`config.mk`:
```
export PLATFORM = sky130hd
export DESIGN_NAME = detector_sched_flat
export DESIGN_NICKNAME = d
export VERILOG_FILES = /design/src/rtl/detector_pkg.sv /design/src/rtl/detector_sched_if.sv /design/src/rtl/detector_sched_rr_next_ch.sv /design/src/rtl/detector_sched.sv /design/src/flat_wrapper.sv
export SDC_FILE = /design/constraint.sdc
export NUM_CORES = 1
export LEC_CHECK = 0
export BUFFER_PORTS_ARGS = -buffer_cell sky130_fd_sc_hd__buf_2
export CORE_MARGIN = 5
export CORE_UTILIZATION = 56
export CTS_BUF_LIST = sky130_fd_sc_hd__clkbuf_8
export DETAILED_ROUTE_END_ITERATION = 8
export PLACE_DENSITY_LB_ADDON = 0.1
export SKIP_CTS_REPAIR_TIMING = 1
export SLEW_MARGIN = 20
export SYNTH_ARGS = -nofsm -noshare
export SYNTH_HDL_FRONTEND = slang
export SYNTH_SLANG_ARGS = --single-unit
```
`constraint.sdc`:
```
create_clock -name clock -period 2.73 [get_ports clock]
set_clock_uncertainty 0.1 [all_clocks]
set_input_delay 0.273 -clock clock [delete_from_list [all_inputs] [get_ports clock]]
set_output_delay 0.273 -clock clock [all_outputs]
set_load 0.02 [all_outputs]
```
`src/rtl/detector_pkg.sv`:
```
// -----------------------------------------------------------------------------
// detector_pkg
// Shared definitions for the detector profile scheduler:
//   X_W / S_W       coordinate and pixel-count widths used by the detector
//   VGA_LINES       visible lines per frame of the video timing in use
//   sched_state_t   scheduler states
//   prof_cfg_t      one detection profile's window/threshold set
//   hist_push()     shifts a result into a 2-entry history
//   deb_level()     debounced level from a 2-entry history and previous level
// -----------------------------------------------------------------------------
package detector_pkg;

    localparam int X_W       = 11;
    localparam int S_W       = 18;
    localparam int VGA_LINES = 480;

    typedef enum logic [1:0] {
        IDLE = 2'd0,
        SYNC = 2'd1,
        RUN  = 2'd2
    } sched_state_t;

    typedef struct packed {
        logic [X_W-1:0] xmin;
        logic [X_W-1:0] xmax;
        logic [X_W-1:0] y_thresh;
        logic [S_W-1:0] thresh;
        logic [S_W-1:0] thresh2;
    } prof_cfg_t;

    // Oldest result drops out, newest enters at bit 0.
    function automatic logic [1:0] hist_push(input logic [1:0] hist, input logic bit_in);
        return {hist[0], bit_in};
    endfunction

    // Level changes only when both history entries agree; otherwise it holds.
    function automatic logic deb_level(input logic [1:0] hist, input logic prev);
        logic lvl;
        case (hist)
            2'b11:   lvl = 1'b1;
            2'b00:   lvl = 1'b0;
            default: lvl = prev;
        endcase
        return lvl;
    endfunction

endpackage

```
`src/rtl/detector_sched_if.sv`:
```
// -----------------------------------------------------------------------------
// detector_sched_if
// Bundles the profile configuration write bus and the link to the frame-based
// pixel detector.
//   master : the scheduler; receives config writes and detector results, drives
//            the detector window/thresholds and the colour-matcher select
//   slave  : the environment (config writer + detector + colour matcher)
// Signals:
//   cfg_we, cfg_ch, cfg_xmin, cfg_xmax, cfg_y_thresh, cfg_thresh, cfg_thresh2
//   new_frame, found, found2
//   XMIN, XMAX, y_thresh, frame_thresh, frame_thresh2, det_sel
// -----------------------------------------------------------------------------
interface detector_sched_if #(
    parameter int CH_W = 2,
    parameter int X_W  = 11,
    parameter int S_W  = 18
) ();

    logic            cfg_we;
    logic [CH_W-1:0] cfg_ch;
    logic [X_W-1:0]  cfg_xmin;
    logic [X_W-1:0]  cfg_xmax;
    logic [X_W-1:0]  cfg_y_thresh;
    logic [S_W-1:0]  cfg_thresh;
    logic [S_W-1:0]  cfg_thresh2;

    logic            new_frame;
    logic            found;
    logic            found2;

    logic [X_W-1:0]  XMIN;
    logic [X_W-1:0]  XMAX;
    logic [X_W-1:0]  y_thresh;
    logic [S_W-1:0]  frame_thresh;
    logic [S_W-1:0]  frame_thresh2;
    logic [CH_W-1:0] det_sel;

    modport master (
        input  cfg_we, cfg_ch, cfg_xmin, cfg_xmax, cfg_y_thresh, cfg_thresh, cfg_thresh2,
        input  new_frame, found, found2,
        output XMIN, XMAX, y_thresh, frame_thresh, frame_thresh2, det_sel
    );

    modport slave (
        output cfg_we, cfg_ch, cfg_xmin, cfg_xmax, cfg_y_thresh, cfg_thresh, cfg_thresh2,
        output new_frame, found, found2,
        input  XMIN, XMAX, y_thresh, frame_thresh, frame_thresh2, det_sel
    );

endinterface

```
`src/rtl/detector_sched_rr_next_ch.sv`:
```
// -----------------------------------------------------------------------------
// rr_next_ch
// Combinational round-robin search: the next enabled index strictly above
// 'cur', wrapping through 0, with 'cur' itself as the last candidate (so a
// single enabled profile maps onto itself).
//   mask  in  NUM_CH  enable mask
//   cur   in  CH_W    current index
//   nxt   out CH_W    next enabled index (cur when none enabled)
//   none  out 1       no bit of mask set
// -----------------------------------------------------------------------------
module rr_next_ch #(
    parameter int NUM_CH = 4,
    parameter int CH_W   = 2
) (
    input  logic [NUM_CH-1:0] mask,
    input  logic [CH_W-1:0]   cur,
    output logic [CH_W-1:0]   nxt,
    output logic              none
);

    logic [CH_W-1:0] idx_s;

    // Walk candidates from farthest to nearest so the nearest enabled one wins.
    always_comb begin
        nxt   = cur;
        idx_s = cur;
        none  = (mask == {NUM_CH{1'b0}});
        for (int k = NUM_CH; k >= 1; k--) begin
            idx_s = CH_W'((int'(cur) + k) % NUM_CH);
            if (mask[idx_s]) begin
                nxt = idx_s;
            end else begin
                nxt = nxt;
            end
        end
    end

endmodule

```
`src/rtl/detector_sched.sv`:
```
// -----------------------------------------------------------------------------
// detector_sched
// Time-multiplexes one frame-based pixel detector across NUM_CH detection
// profiles, one profile per video frame in round-robin order over the enabled
// profiles, and latches each profile's found/found2 at its frame boundary.
//
// Ports:
//   clock         system/pixel clock
//   reset_n       asynchronous active-low reset
//   clken         pixel enable; nothing advances while low
//   ch_enable     per-profile enable mask
//   bus           detector_sched_if.master: config writes, detector link
//   ch_found      latched per-profile found results
//   ch_found2     latched per-profile found2 results
//   result_valid  one-cycle pulse when a profile result is written
//   busy          high whenever the scheduler is not IDLE
//
// Build option: DETECTOR_SCHED_DEBOUNCE_EN -- when defined, ch_found/ch_found2
// bits change only after two consecutive equal results for that profile.
//
// The active window/thresholds/select change on the clken cycle after
// new_frame, so the detector sees the new profile from pixel (2,1); profile
// windows therefore need xmin >= 2.
// -----------------------------------------------------------------------------
module detector_sched #(
    parameter int NUM_CH = 4,
    parameter int CH_W   = 2,
    parameter int X_W    = detector_pkg::X_W,
    parameter int S_W    = detector_pkg::S_W
) (
    input  logic                 clock,
    input  logic                 reset_n,
    input  logic                 clken,
    input  logic [NUM_CH-1:0]    ch_enable,
    detector_sched_if.master     bus,
    output logic [NUM_CH-1:0]    ch_found,
    output logic [NUM_CH-1:0]    ch_found2,
    output logic                 result_valid,
    output logic                 busy
);

    import detector_pkg::*;

    localparam logic [CH_W-1:0] LAST_CH = CH_W'(NUM_CH - 1);

    sched_state_t    state_r;
    logic            busy_r;
    logic [CH_W-1:0] ptr_r;
    logic [X_W-1:0]  xmin_r;
    logic [X_W-1:0]  xmax_r;
    logic [X_W-1:0]  y_thresh_r;
    logic [S_W-1:0]  thresh_r;
    logic [S_W-1:0]  thresh2_r;
    logic [NUM_CH-1:0] ch_found_r;
    logic [NUM_CH-1:0] ch_found2_r;
    logic            result_valid_r;

    prof_cfg_t       shadow_r [NUM_CH];
    prof_cfg_t       wr_cfg_s;
    prof_cfg_t       load_cfg_s;

    logic [CH_W-1:0] rr_cur_s;
    logic [CH_W-1:0] nxt_ch_s;
    logic            none_s;
    logic [CH_W-1:0] load_ch_s;
    logic            cur_en_s;
    logic            commit_s;
    logic [NUM_CH-1:0] found_upd_s;
    logic [NUM_CH-1:0] found2_upd_s;

`ifdef DETECTOR_SCHED_DEBOUNCE_EN
    logic [1:0]      hist_r  [NUM_CH];
    logic [1:0]      hist2_r [NUM_CH];
    logic [1:0]      hist_new_s;
    logic [1:0]      hist2_new_s;
`endif

    // From IDLE the search starts at the top index so it lands on the lowest
    // enabled profile; otherwise it continues from the active profile.
    always_comb begin
        if (state_r == IDLE) begin
            rr_cur_s = LAST_CH;
        end else begin
            rr_cur_s = ptr_r;
        end
    end

    rr_next_ch #(
        .NUM_CH (NUM_CH),
        .CH_W   (CH_W)
    ) u_rr_next_ch (
        .mask (ch_enable),
        .cur  (rr_cur_s),
        .nxt  (nxt_ch_s),
        .none (none_s)
    );

    assign cur_en_s = ch_enable[ptr_r];
    assign commit_s = (state_r == RUN) && bus.new_frame && cur_en_s && !none_s;

    // Profile to load at the next boundary, and its config with a same-cycle
    // write folded in so that write is not lost.
    always_comb begin
        wr_cfg_s.xmin     = bus.cfg_xmin;
        wr_cfg_s.xmax     = bus.cfg_xmax;
        wr_cfg_s.y_thresh = bus.cfg_y_thresh;
        wr_cfg_s.thresh   = bus.cfg_thresh;
        wr_cfg_s.thresh2  = bus.cfg_thresh2;
        case (state_r)
            IDLE:    load_ch_s = nxt_ch_s;
            SYNC:    load_ch_s = cur_en_s ? ptr_r : nxt_ch_s;
            RUN:     load_ch_s = nxt_ch_s;
            default: load_ch_s = ptr_r;
        endcase
        if (bus.cfg_we && (bus.cfg_ch == load_ch_s)) begin
            load_cfg_s = wr_cfg_s;
        end else begin
            load_cfg_s = shadow_r[load_ch_s];
        end
    end

    // Result vectors as they become at a boundary; disabled profiles read 0.
    always_comb begin
        found_upd_s  = ch_found_r;
        found2_upd_s = ch_found2_r;
`ifdef DETECTOR_SCHED_DEBOUNCE_EN
        hist_new_s  = hist_push(hist_r[ptr_r], bus.found);
        hist2_new_s = hist_push(hist2_r[ptr_r], bus.found2);
        if (cur_en_s) begin
            found_upd_s[ptr_r]  = deb_level(hist_new_s, ch_found_r[ptr_r]);
            found2_upd_s[ptr_r] = deb_level(hist2_new_s, ch_found2_r[ptr_r]);
        end else begin
            found_upd_s  = ch_found_r;
            found2_upd_s = ch_found2_r;
        end
`else
        if (cur_en_s) begin
            found_upd_s[ptr_r]  = bus.found;
            found2_upd_s[ptr_r] = bus.found2;
        end else begin
            found_upd_s  = ch_found_r;
            found2_upd_s = ch_found2_r;
        end
`endif
        found_upd_s  = found_upd_s & ch_enable;
        found2_upd_s = found2_upd_s & ch_enable;
    end

    // Per-profile shadow config; written at any time, read only at selection.
    always_ff @(posedge clock or negedge reset_n) begin
        if (!reset_n) begin
            for (int i = 0; i < NUM_CH; i++) begin
                shadow_r[i] <= {$bits(prof_cfg_t){1'b0}};
            end
        end else if (clken && bus.cfg_we && (int'(bus.cfg_ch) < NUM_CH)) begin
            shadow_r[bus.cfg_ch] <= wr_cfg_s;
        end
    end

    // Scheduler FSM with pointer, active config, result latches and pulse.
    always_ff @(posedge clock or negedge reset_n) begin
        if (!reset_n) begin
            state_r        <= IDLE;
            busy_r         <= 1'b0;
            ptr_r          <= {CH_W{1'b0}};
            xmin_r         <= {X_W{1'b0}};
            xmax_r         <= {X_W{1'b0}};
            y_thresh_r     <= {X_W{1'b0}};
            thresh_r       <= {S_W{1'b0}};
            thresh2_r      <= {S_W{1'b0}};
            ch_found_r     <= {NUM_CH{1'b0}};
            ch_found2_r    <= {NUM_CH{1'b0}};
            result_valid_r <= 1'b0;
        end else if (clken) begin
            result_valid_r <= 1'b0;
            if (none_s) begin
                // All profiles off: park, keep the detector outputs as they are.
                state_r     <= IDLE;
                busy_r      <= 1'b0;
                ch_found_r  <= {NUM_CH{1'b0}};
                ch_found2_r <= {NUM_CH{1'b0}};
            end else begin
                case (state_r)
                    IDLE: begin
                        state_r    <= SYNC;
                        busy_r     <= 1'b1;
                        ptr_r      <= load_ch_s;
                        xmin_r     <= load_cfg_s.xmin;
                        xmax_r     <= load_cfg_s.xmax;
                        y_thresh_r <= load_cfg_s.y_thresh;
                        thresh_r   <= load_cfg_s.thresh;
                        thresh2_r  <= load_cfg_s.thresh2;
                    end
                    SYNC: begin
                        // The partial first frame ends here; its result is dropped.
                        if (bus.new_frame) begin
                            state_r    <= RUN;
                            ptr_r      <= load_ch_s;
                            xmin_r     <= load_cfg_s.xmin;
                            xmax_r     <= load_cfg_s.xmax;
                            y_thresh_r <= load_cfg_s.y_thresh;
                            thresh_r   <= load_cfg_s.thresh;
                            thresh2_r  <= load_cfg_s.thresh2;
                        end
                    end
                    RUN: begin
                        if (bus.new_frame) begin
                            ptr_r          <= load_ch_s;
                            xmin_r         <= load_cfg_s.xmin;
                            xmax_r         <= load_cfg_s.xmax;
                            y_thresh_r     <= load_cfg_s.y_thresh;
                            thresh_r       <= load_cfg_s.thresh;
                            thresh2_r      <= load_cfg_s.thresh2;
                            ch_found_r     <= found_upd_s;
                            ch_found2_r    <= found2_upd_s;
                            result_valid_r <= cur_en_s;
                        end
                    end
                    default: begin
                        state_r <= IDLE;
                        busy_r  <= 1'b0;
                    end
                endcase
            end
        end
    end

`ifdef DETECTOR_SCHED_DEBOUNCE_EN
    // Debounce histories; wiped for any profile that is (or goes) disabled.
    always_ff @(posedge clock or negedge reset_n) begin
        if (!reset_n) begin
            for (int i = 0; i < NUM_CH; i++) begin
                hist_r[i]  <= 2'b00;
                hist2_r[i] <= 2'b00;
            end
        end else if (clken) begin
            for (int i = 0; i < NUM_CH; i++) begin
                if (!ch_enable[i]) begin
                    hist_r[i]  <= 2'b00;
                    hist2_r[i] <= 2'b00;
                end else if (commit_s && (ptr_r == CH_W'(i))) begin
                    hist_r[i]  <= hist_new_s;
                    hist2_r[i] <= hist2_new_s;
                end
            end
        end
    end
`else
    logic unused_commit_s;
    assign unused_commit_s = commit_s;
`endif

    assign bus.XMIN          = xmin_r;
    assign bus.XMAX          = xmax_r;
    assign bus.y_thresh      = y_thresh_r;
    assign bus.frame_thresh  = thresh_r;
    assign bus.frame_thresh2 = thresh2_r;
    assign bus.det_sel       = ptr_r;
    assign ch_found          = ch_found_r;
    assign ch_found2         = ch_found2_r;
    assign result_valid      = result_valid_r;
    assign busy              = busy_r;

endmodule

```
`src/flat_wrapper.sv`:
```
// flat-port wrapper written by rule: the top's interface ports become plain ports
module detector_sched_flat import detector_pkg::*;
#(
    parameter int NUM_CH = 4,
    parameter int CH_W   = 2,
    parameter int X_W    = detector_pkg::X_W,
    parameter int S_W    = detector_pkg::S_W
)
  (clock, reset_n, clken, ch_enable, ch_found, ch_found2, result_valid, busy, bus_cfg_we, bus_cfg_ch, bus_cfg_xmin, bus_cfg_xmax, bus_cfg_y_thresh, bus_cfg_thresh, bus_cfg_thresh2, bus_new_frame, bus_found, bus_found2, bus_XMIN, bus_XMAX, bus_y_thresh, bus_frame_thresh, bus_frame_thresh2, bus_det_sel);
  detector_sched_if #(.CH_W(CH_W), .X_W(X_W), .S_W(S_W)) bus_i ();
  input  logic clock;
  input  logic reset_n;
  input  logic clken;
  input  logic [NUM_CH-1:0] ch_enable;
  output logic [NUM_CH-1:0] ch_found;
  output logic [NUM_CH-1:0] ch_found2;
  output logic result_valid;
  output logic busy;
  input wire logic [$bits(bus_i.cfg_we)-1:0] bus_cfg_we;
  input wire logic [$bits(bus_i.cfg_ch)-1:0] bus_cfg_ch;
  input wire logic [$bits(bus_i.cfg_xmin)-1:0] bus_cfg_xmin;
  input wire logic [$bits(bus_i.cfg_xmax)-1:0] bus_cfg_xmax;
  input wire logic [$bits(bus_i.cfg_y_thresh)-1:0] bus_cfg_y_thresh;
  input wire logic [$bits(bus_i.cfg_thresh)-1:0] bus_cfg_thresh;
  input wire logic [$bits(bus_i.cfg_thresh2)-1:0] bus_cfg_thresh2;
  input wire logic [$bits(bus_i.new_frame)-1:0] bus_new_frame;
  input wire logic [$bits(bus_i.found)-1:0] bus_found;
  input wire logic [$bits(bus_i.found2)-1:0] bus_found2;
  output wire logic [$bits(bus_i.XMIN)-1:0] bus_XMIN;
  output wire logic [$bits(bus_i.XMAX)-1:0] bus_XMAX;
  output wire logic [$bits(bus_i.y_thresh)-1:0] bus_y_thresh;
  output wire logic [$bits(bus_i.frame_thresh)-1:0] bus_frame_thresh;
  output wire logic [$bits(bus_i.frame_thresh2)-1:0] bus_frame_thresh2;
  output wire logic [$bits(bus_i.det_sel)-1:0] bus_det_sel;
  assign bus_i.cfg_we = bus_cfg_we;
  assign bus_i.cfg_ch = bus_cfg_ch;
  assign bus_i.cfg_xmin = bus_cfg_xmin;
  assign bus_i.cfg_xmax = bus_cfg_xmax;
  assign bus_i.cfg_y_thresh = bus_cfg_y_thresh;
  assign bus_i.cfg_thresh = bus_cfg_thresh;
  assign bus_i.cfg_thresh2 = bus_cfg_thresh2;
  assign bus_i.new_frame = bus_new_frame;
  assign bus_i.found = bus_found;
  assign bus_i.found2 = bus_found2;
  assign bus_XMIN = bus_i.XMIN;
  assign bus_XMAX = bus_i.XMAX;
  assign bus_y_thresh = bus_i.y_thresh;
  assign bus_frame_thresh = bus_i.frame_thresh;
  assign bus_frame_thresh2 = bus_i.frame_thresh2;
  assign bus_det_sel = bus_i.det_sel;
  detector_sched #(.NUM_CH(NUM_CH), .CH_W(CH_W), .X_W(X_W), .S_W(S_W)) u_core (.clock(clock), .reset_n(reset_n), .clken(clken), .ch_enable(ch_enable), .bus(bus_i), .ch_found(ch_found), .ch_found2(ch_found2), .result_valid(result_valid), .busy(busy));
endmodule
```
==> metrics.md, run 1 <==
| Metric | Value |
|---|---|
| # DRC | 0 |
| Total gr overflow | 0 |
| Fill cells | 2,141 |
| Synth Area per Inst | 13.2 sq um |
| H-tree depth | 2 |
| HPWL after DPL | 24,000 microns |
| Int Power | 15,900 uW |
| IR drop worst, VDD | 0.000644 V |
| Area Growth Syn to Fin | 26.3% |
| Met2 Usage GRT | 0.387 |
| Sequential element share of the synthesized area | 0.535 |
| Worst setup margin | -0.105 ns |
| Dominant synthesized flop cell | dfrtp_1 |
| Netlist Area Pre-Place | 16,800 sq um |
| Antenna Violating Nets Remaining | 0 |
| GRT busiest layer | met2 |
| Top Ports | 163 |
| Synth unique cells | 43 |
| PD cells | 1170 nW/um^2 |
| Proportion of layout cells with a drive suffix above 1 | 0.453 |
| Outcome | complete, but fails checks |
| RSZ-0062 raised after global routing | yes |
| Largest net degree at the start of global routing | 74 |
| Final Hold Vio Count | 2 |
| Kind of critical path | register to register |
| Peak Freq | 0.353 GHz |
| CP startpoint kind | register |
| Worst Hold Class | input pin to register |
| Grt met3 use | 0.0379 |
| P_sw | 8830 uW |
| Num rows | 63 |
| Commonest non-fill, non-tap cell in the layout | dfrtp_1 |
| Crit path max-delay family | simple AND/OR/NAND/NOR gates |
| Fin crit share | 1.04 |
| First-pass GRT wire length | 64,000 microns |
| Syn nets | 1,360 |
| Ys async rst share | 1.00 |
| CTS tree | done |
| Total number of vias | 11.6k |
| Via density | 5.74 |
| DRT Wirelength | 43,200 microns |
| Met1 Use GR | 0.327 |
| Routed len/inst | 21.4 microns |
| Worst path bufs/invs | 3 |
| Crit Path Max Fanout | 11 |
| Overall power | 24,700 uW |
| GRT Resource Usage Total | 0.234 |
| CP Cell Sequence | inv_2, ha_4, or4_4, o21a_1, a22oi_1, nand2b_4, mux2_4, buf_6, clkbuf_16, a2bb2oi_1, o21ai_2 |
| CTS clk-pin slew, worst paths | 0.06 ns |
| Worst setup EP type | register |
| Slew margin rel. | 0.578 |
| Chip height | 183 microns |
| GP Congestion | 0.879 |
| CP max stage cell | or4_4 |
| Max_cap viols | 0 |
| Worst-skew pair later-pin latency | 0.59 ns |
| DR iter-0 viols | 710 |
| Starting density of the core | 0.567 |
| Min Tclk post-route | 2.84 ns |
| Maximum clock path buffer count | 3 |
| Clock power frac | 0.193 |
| Synth Register Bits | 359 |
| Seq pwr share | 0.310 |
| Gate power share | 0.497 |
| N_diodes | 0 |
| EDFF count, synth | 0 |
| Total CTS buffers | 59 |
| Vias in the first global route | 11.7k |
| DR pass1 iterations | 5 |
| Final Max Slew Viols | 0 |
| Core region area | 29,600 sq um |
| CTS root buf | clkbuf_8 |
| Initial antenna violation count | 0 |
| CP max stage delay | 0.50 ns |
| Failing checks | negative hold slack, negative setup slack |
| Most frequent cells in the layout | dfrtp_1 (358), mux2_2 (346), buf_2 (161), mux2i_1 (139), nand2_1 (90) |
| Least-Margin Pin Slew | 0.633 ns |
| NumNets Final | 1,671 |
| Static Leak | 0.00964 uW |
| Switch share | 0.357 |
| CP required | 3.14 ns |
| Die footprint | 33,600 sq um |
| Crit path DAT | 3.24 ns |
| Clock Sinks | 359 |
| Final hold slack | -0.00388 ns |
| Die W | 183 microns |
| Pre-CTS setup slack | -0.0827 ns |
| Cells after Synth | 1,273 |
| Syn. warnings | 0 |
| # port buffers | 162 |
| Setup violations, final | 66 |
[cells by family after synthesis]
logic type	synth area share
AO/OA/AOI/OAI	0.0784
adder cells (fa/ha/maj)	0.00372
buffers and inverters	0.0314
flip-flops	0.535
multiplexers	0.317
AND/OR/NAND/NOR	0.0346
[state kept, by name (all words and copies together), names as in the netlist]
| register | count |
|---|---|
| u_core.bus.y_thresh | 11 |
| u_core.ch_found | 4 |
| u_core.result_valid | 1 |
| u_core.busy | 1 |
| u_core.bus.frame_thresh | 18 |
| u_core.bus.frame_thresh2 | 18 |
| u_core.bus.XMIN | 11 |
| u_core.bus.det_sel | 2 |
| u_core.bus.XMAX | 11 |
| u_core.ch_found2 | 4 |
| u_core.shadow_r | 276 |
| u_core.state_r | 2 |
[stage by stage]
stage,util,cells,cell area (sq um),TNS (ns)
after floorplan,-,1273,16800,0
after global placement,0.627,1810,18600,-0.514
after detailed placement,0.627,1810,18600,-2.93
after CTS,0.668,1917,19800,-2.92
after global routing,0.716,2020,21200,-12.29
final,0.716,2020,21200,-4.93
[power by group through the flow]
stage / clock network [uW] / logic (uW) / registers (uW)
after global routing: 5130 / 13100 / 7810
after detailed placement: 0 / 10700 / 7700
final: 4780 / 12300 / 7660
after floorplan: 0 / 7090 / 8120
after CTS: 4880 / 10700 / 7630
after global placement: 0 / 10500 / 7650
[worst reg2reg max path, cell delays in order, from the launching register on]
cell       delay (ns)
dfrtp_1          0.37
inv_2            0.08
ha_4             0.18
or4_4            0.50
o21a_1           0.16
a22oi_1          0.20
nand2b_4         0.22
mux2_4           0.36
buf_6            0.16
clkbuf_16        0.19
a2bb2oi_1        0.17
o21ai_2          0.07
[cell usage after synthesis, drive strengths merged, types with 2 or more instances]
| cell | count | area [sq um] |
|---|---|---|
| or4 | 3 | 22.5 |
| o22ai | 2 | 12.5 |
| nor3 | 4 | 20.0 |
| o21ai | 84 | 458 |
| inv | 6 | 22.5 |
| nor2b | 3 | 18.8 |
| nand2 | 93 | 352 |
| mux2i | 140 | 1400 |
| a22o | 6 | 52.6 |
| nor2 | 7 | 26.3 |
| nand2b | 9 | 56.3 |
| dfrtp | 359 | 8980 |
| a2bb2oi | 69 | 604 |
| mux2 | 348 | 3930 |
| o21a | 2 | 15.0 |
| clkbuf | 47 | 176 |
| nand4 | 4 | 25.0 |
| o31ai | 4 | 30.0 |
| ha | 5 | 62.6 |
| nand3 | 5 | 25.0 |
| a22oi | 3 | 22.5 |
| a21oi | 8 | 40.0 |
| a211o | 2 | 17.5 |
| buf | 47 | 328 |
[final timing paths]
path	slack, ns	depth (start not counted)	endpoint	startpoint
max	-0.11	11	u_core.bus.frame_thresh2[14]$_DFFE_PN0P_	u_core.state_r[1]$_DFFE_PN0P_
min	-0.004	2	u_core.ch_found2[1]$_DFFE_PN0P_	ch_enable[1]
max reg2reg	-0.11	11	u_core.bus.frame_thresh2[14]$_DFFE_PN0P_	u_core.state_r[1]$_DFFE_PN0P_
min reg2reg	0.39	2	u_core.busy$_DFFE_PN0P_	u_core.busy$_DFFE_PN0P_
max in group asynchronous	1.47	4	u_core.shadow_r[53]$_DFFE_PN0P_	reset_n
min in group asynchronous	0.16	2	u_core.bus.det_sel[0]$_DFFE_PN0P_	reset_n
[layer usage]
metal	share of wire	wire length [microns]
met2	0.49	21400
met1	0.45	19300
met3	0.042	1810
met5	0	0
met4	0.017	735
[area by class of cell]
type,instances,area (sq um),area share
sequential,359,8980,0.423
multi-input combinational,815,7490,0.353
tap,390,488,0.0230
timing repair buffer,343,3010,0.142
inverter,6,22.5,0.00106
clock inverter,31,181,0.00855
clock buffer,76,1050,0.0493
Note: power is estimated with default switching activity, not from simulation.
==> run 2, diff against run 1 <==
Settings changed: CORE_MARGIN 5 to unset.
==> metrics.md, run 2 (synthesis gave the netlist of run 1 again) <==
| Metric | Value |
|---|---|
| Switch share | 0.357 (about the same) |
| Maximum clock path buffer count | 3 (unchanged) |
| Top reg by flops | u_core.shadow_r (unchanged) |
| # DRC | 0 (unchanged) |
| Die footprint | 30,700 sq um (was 33,600 sq um) |
| Max_cap viols | 0 (unchanged) |
| Proportion of layout cells with a drive suffix above 1 | 0.463 (was 0.453) |
| Total Negative Setup Slacks | -1.63 ns (was -4.93 ns) |
| R2R Path Start | u_core.state_r[1]$_DFFE_PN0P_ (unchanged) |
| Num rows | 63 (unchanged) |
| CP Cell Sequence | inv_2, ha_4, buf_6, o21a_1, a211o_1, a211o_1, nand4_1, nand3b_1, mux2_4, clkbuf_16, a2bb2oi_2, o21ai_1 (was inv_2, ha_4, or4_4, o21a_1, a22oi_1, nand2b_4, mux2_4, buf_6, clkbuf_16, a2bb2oi_1, o21ai_2) |
| Setup violations, final | 65 (was 66) |
| Clock power frac | 0.184 (was 0.193) |
| Seq pwr share | 0.313 (was 0.310) |
| Routed len/inst | 20.6 microns (was 21.4 microns) |
| Via density | 5.70 (was 5.74) |
| Area Growth Syn to Fin | 25.4% (was 26.3%) |
| DP Area | 18,600 sq um (about the same) |
| Largest net degree at the start of global routing | 66 (was 74) |
| Vias in the first global route | 11.6k (was 11.7k) |
| CTS clk-pin slew, worst paths | 0.06 ns (about the same) |
| Commonest non-fill, non-tap cell in the layout | dfrtp_1 (unchanged) |
| Gate power share | 0.502 (was 0.497) |
| CTS root buf | clkbuf_8 (unchanged) |
| Failing checks | negative setup slack (was negative hold slack, negative setup slack) |
| Initial antenna violation count | 1 (was 0) |
| Die W | 175 microns (was 183 microns) |
| P_sw | 8710 uW (was 8830 uW) |
| Peak Freq | 0.358 GHz (was 0.353 GHz) |
| CP max stage cell | mux2_4 (was or4_4) |
| Kind of critical path | register to register (unchanged) |
| Total number of vias | 11.4k (was 11.6k) |
| CP max stage delay | 0.41 ns (was 0.50 ns) |
| Final Max Slew Viols | 0 (unchanged) |
| DRT Wirelength | 41,200 microns (was 43,200 microns) |
| Chip height | 175 microns (was 183 microns) |
| Fill cells | 2,111 (was 2,141) |
| CP endpoint | u_core.bus.y_thresh[7]$_DFFE_PN0P_ (was u_core.bus.frame_thresh2[14]$_DFFE_PN0P_) |
| Fin crit share | 1.02 (was 1.04) |
| Worst path bufs/invs | 3 (unchanged) |
| Final Util | 0.713 (was 0.716) |
| GP Congestion | 0.843 (was 0.879) |
| CTS tree | done (unchanged) |
| H-tree depth | 2 (unchanged) |
| Total gr overflow | 0 (unchanged) |
| DR pass1 iterations | 4 (was 5) |
| Worst-skew pair later-pin latency | 0.58 ns (was 0.59 ns) |
| Area of the multi-input gates | 7590 sq um (was 7490 sq um) |
| Max FFs per register | 276 (unchanged) |
| Antenna Violating Nets Remaining | 0 (unchanged) |
| HPWL after DPL | 23,400 microns (was 24,000 microns) |
| Slew margin rel. | 0.569 (was 0.578) |
| Clock Sinks | 359 (unchanged) |
| Reg2reg path depth | 12 (was 11) |
| GRT Resource Usage Total | 0.256 (was 0.234) |
| Worst Hold Class | input pin to register (unchanged) |
| Worst R2R End | u_core.bus.y_thresh[7]$_DFFE_PN0P_ (was u_core.bus.frame_thresh2[14]$_DFFE_PN0P_) |
| CP required | 3.14 ns (about the same) |
| Least-Margin Pin Slew | 0.647 ns (was 0.633 ns) |
| Crit path DAT | 3.19 ns (was 3.24 ns) |
| CP startpoint kind | register (unchanged) |
| Final Hold Vio Count | 0 (was 2) |
| Min Tclk post-route | 2.79 ns (was 2.84 ns) |
| DR iter-0 viols | 588 (was 710) |
| R2R setup slack | -0.06 ns (was -0.11 ns) |
| Fin area | 21,100 sq um (was 21,200 sq um) |
| First-pass GRT wire length | 62,100 microns (was 64,000 microns) |
| Worst setup EP type | register (unchanged) |
| Worst setup path startpoint | u_core.state_r[1]$_DFFE_PN0P_ (unchanged) |
| Top Ports | 163 (unchanged) |
| Pre-CTS setup slack | -0.0991 ns (was -0.0827 ns) |
| PD cells | 1160 nW/um^2 (was 1170 nW/um^2) |
| Reg area | 8990 sq um (was 8980 sq um) |
| Crit Path Max Fanout | 8 (was 11) |
| Starting density of the core | 0.568 (was 0.567) |
| Total CTS buffers | 58 (was 59) |
| Core region area | 29,600 sq um (about the same) |
| Outcome | complete, but fails checks (unchanged) |
| RSZ-0062 raised after global routing | yes (unchanged) |
| Most frequent CP cell | a211o_1 |
| IR drop worst, VDD | 0.000698 V (was 0.000644 V) |
| NumNets Final | 1,663 (was 1,671) |
| Levels on crit path | 12 (was 11) |
| Worst setup margin | -0.0598 ns (was -0.105 ns) |
| Static Leak | 0.00954 uW (was 0.00964 uW) |
| Crit path max-delay family | compound AO/OA/AOI/OAI gates (was simple AND/OR/NAND/NOR gates) |
| Int Power | 15,700 uW (was 15,900 uW) |
| # port buffers | 162 (unchanged) |
| Most frequent cells in the layout | dfrtp_1 (357), mux2_2 (343), buf_2 (161), mux2i_1 (139), nand2_1 (90) (was dfrtp_1 (358), mux2_2 (346), buf_2 (161), mux2i_1 (139), nand2_1 (90)) |
==> run 2: cell count changes in the layout (fill, tap and decap cells not counted), moves of 5 or more <==
cell       delta
clkbuf_8      -8
a2bb2oi_2    +10
mux2_4        +5
o21ai_1       -9
inv_1         -5
a2bb2oi_1    -10
o21ai_2       +9
==> run 2: worst min-delay path by stage <==
stage / startpoint / endpoint / slack [ns] / cells after the start
finish: ch_enable[3] / u_core.ch_found2[3]$_DFFE_PN0P_ / 0.02 / 3
global route: ch_enable[3] / u_core.ch_found[3]$_DFFE_PN0P_ / 0.01 / 3
CTS: reset_n / u_core.bus.frame_thresh2[4]$_DFFE_PN0P_ / -0.46 / 1
detailed placement: reset_n / u_core.bus.frame_thresh2[4]$_DFFE_PN0P_ / 0.17 / 1
global placement: reset_n / u_core.shadow_r[142]$_DFFE_PN0P_ / 0.17 / 1
floorplan: reset_n / u_core.bus.XMAX[0]$_DFFE_PN0P_ / -0.12 / 0
==> run 2: stage by stage <==
stage                     std cells  hold slack (ns)  power [uW]
after global placement         1806            0.167       18200
final                          2003           0.0236       24400
after CTS                      1902           -0.457       23000
after detailed placement       1806            0.167       18500
after floorplan                1273           -0.123       15200
after global routing           2003           0.0138       25700
==> run 2: layout make-up <==
class | instances | share of cell area
Clock buffer | 68 | 0.0444
Tap cell | 390 | 0.0232
Inverter | 6 | 0.00107
Timing Repair Buffer | 335 | 0.137
Multi-Input combinational cell | 816 | 0.360
Antenna cell | 1 | 0.000119
Clock inverter | 28 | 0.00808
Sequential cell | 359 | 0.426
==> run 2: power groups by stage <==
| stage | Combinational (uW) | Sequential, uW | Clock [uW] |
|---|---|---|---|
| floorplan | 7090 | 8120 | 0 |
| global placement | 10600 | 7630 | 0 |
| detailed placement | 10800 | 7690 | 0 |
| CTS | 10800 | 7610 | 4600 |
| global route | 13100 | 7810 | 4860 |
| finish | 12300 | 7650 | 4500 |
==> run 2: routing by layer <==
metal | global-route usage | share of wire | vias to the layer above
met5 | 0 | 0 | -
met4 | 0.0793 | 0.021 | 0
met3 | 0.0440 | 0.038 | 67
met2 | 0.428 | 0.49 | 237
met1 | 0.339 | 0.45 | 5881
li1 | - | - | 5242
==> run 2: tightest hold or removal path: cells and delay by family <==
kind,cells,cell delay (ns)
AOI/OAI and AO/OA,1,0.09
buffers and inverters,2,0.29
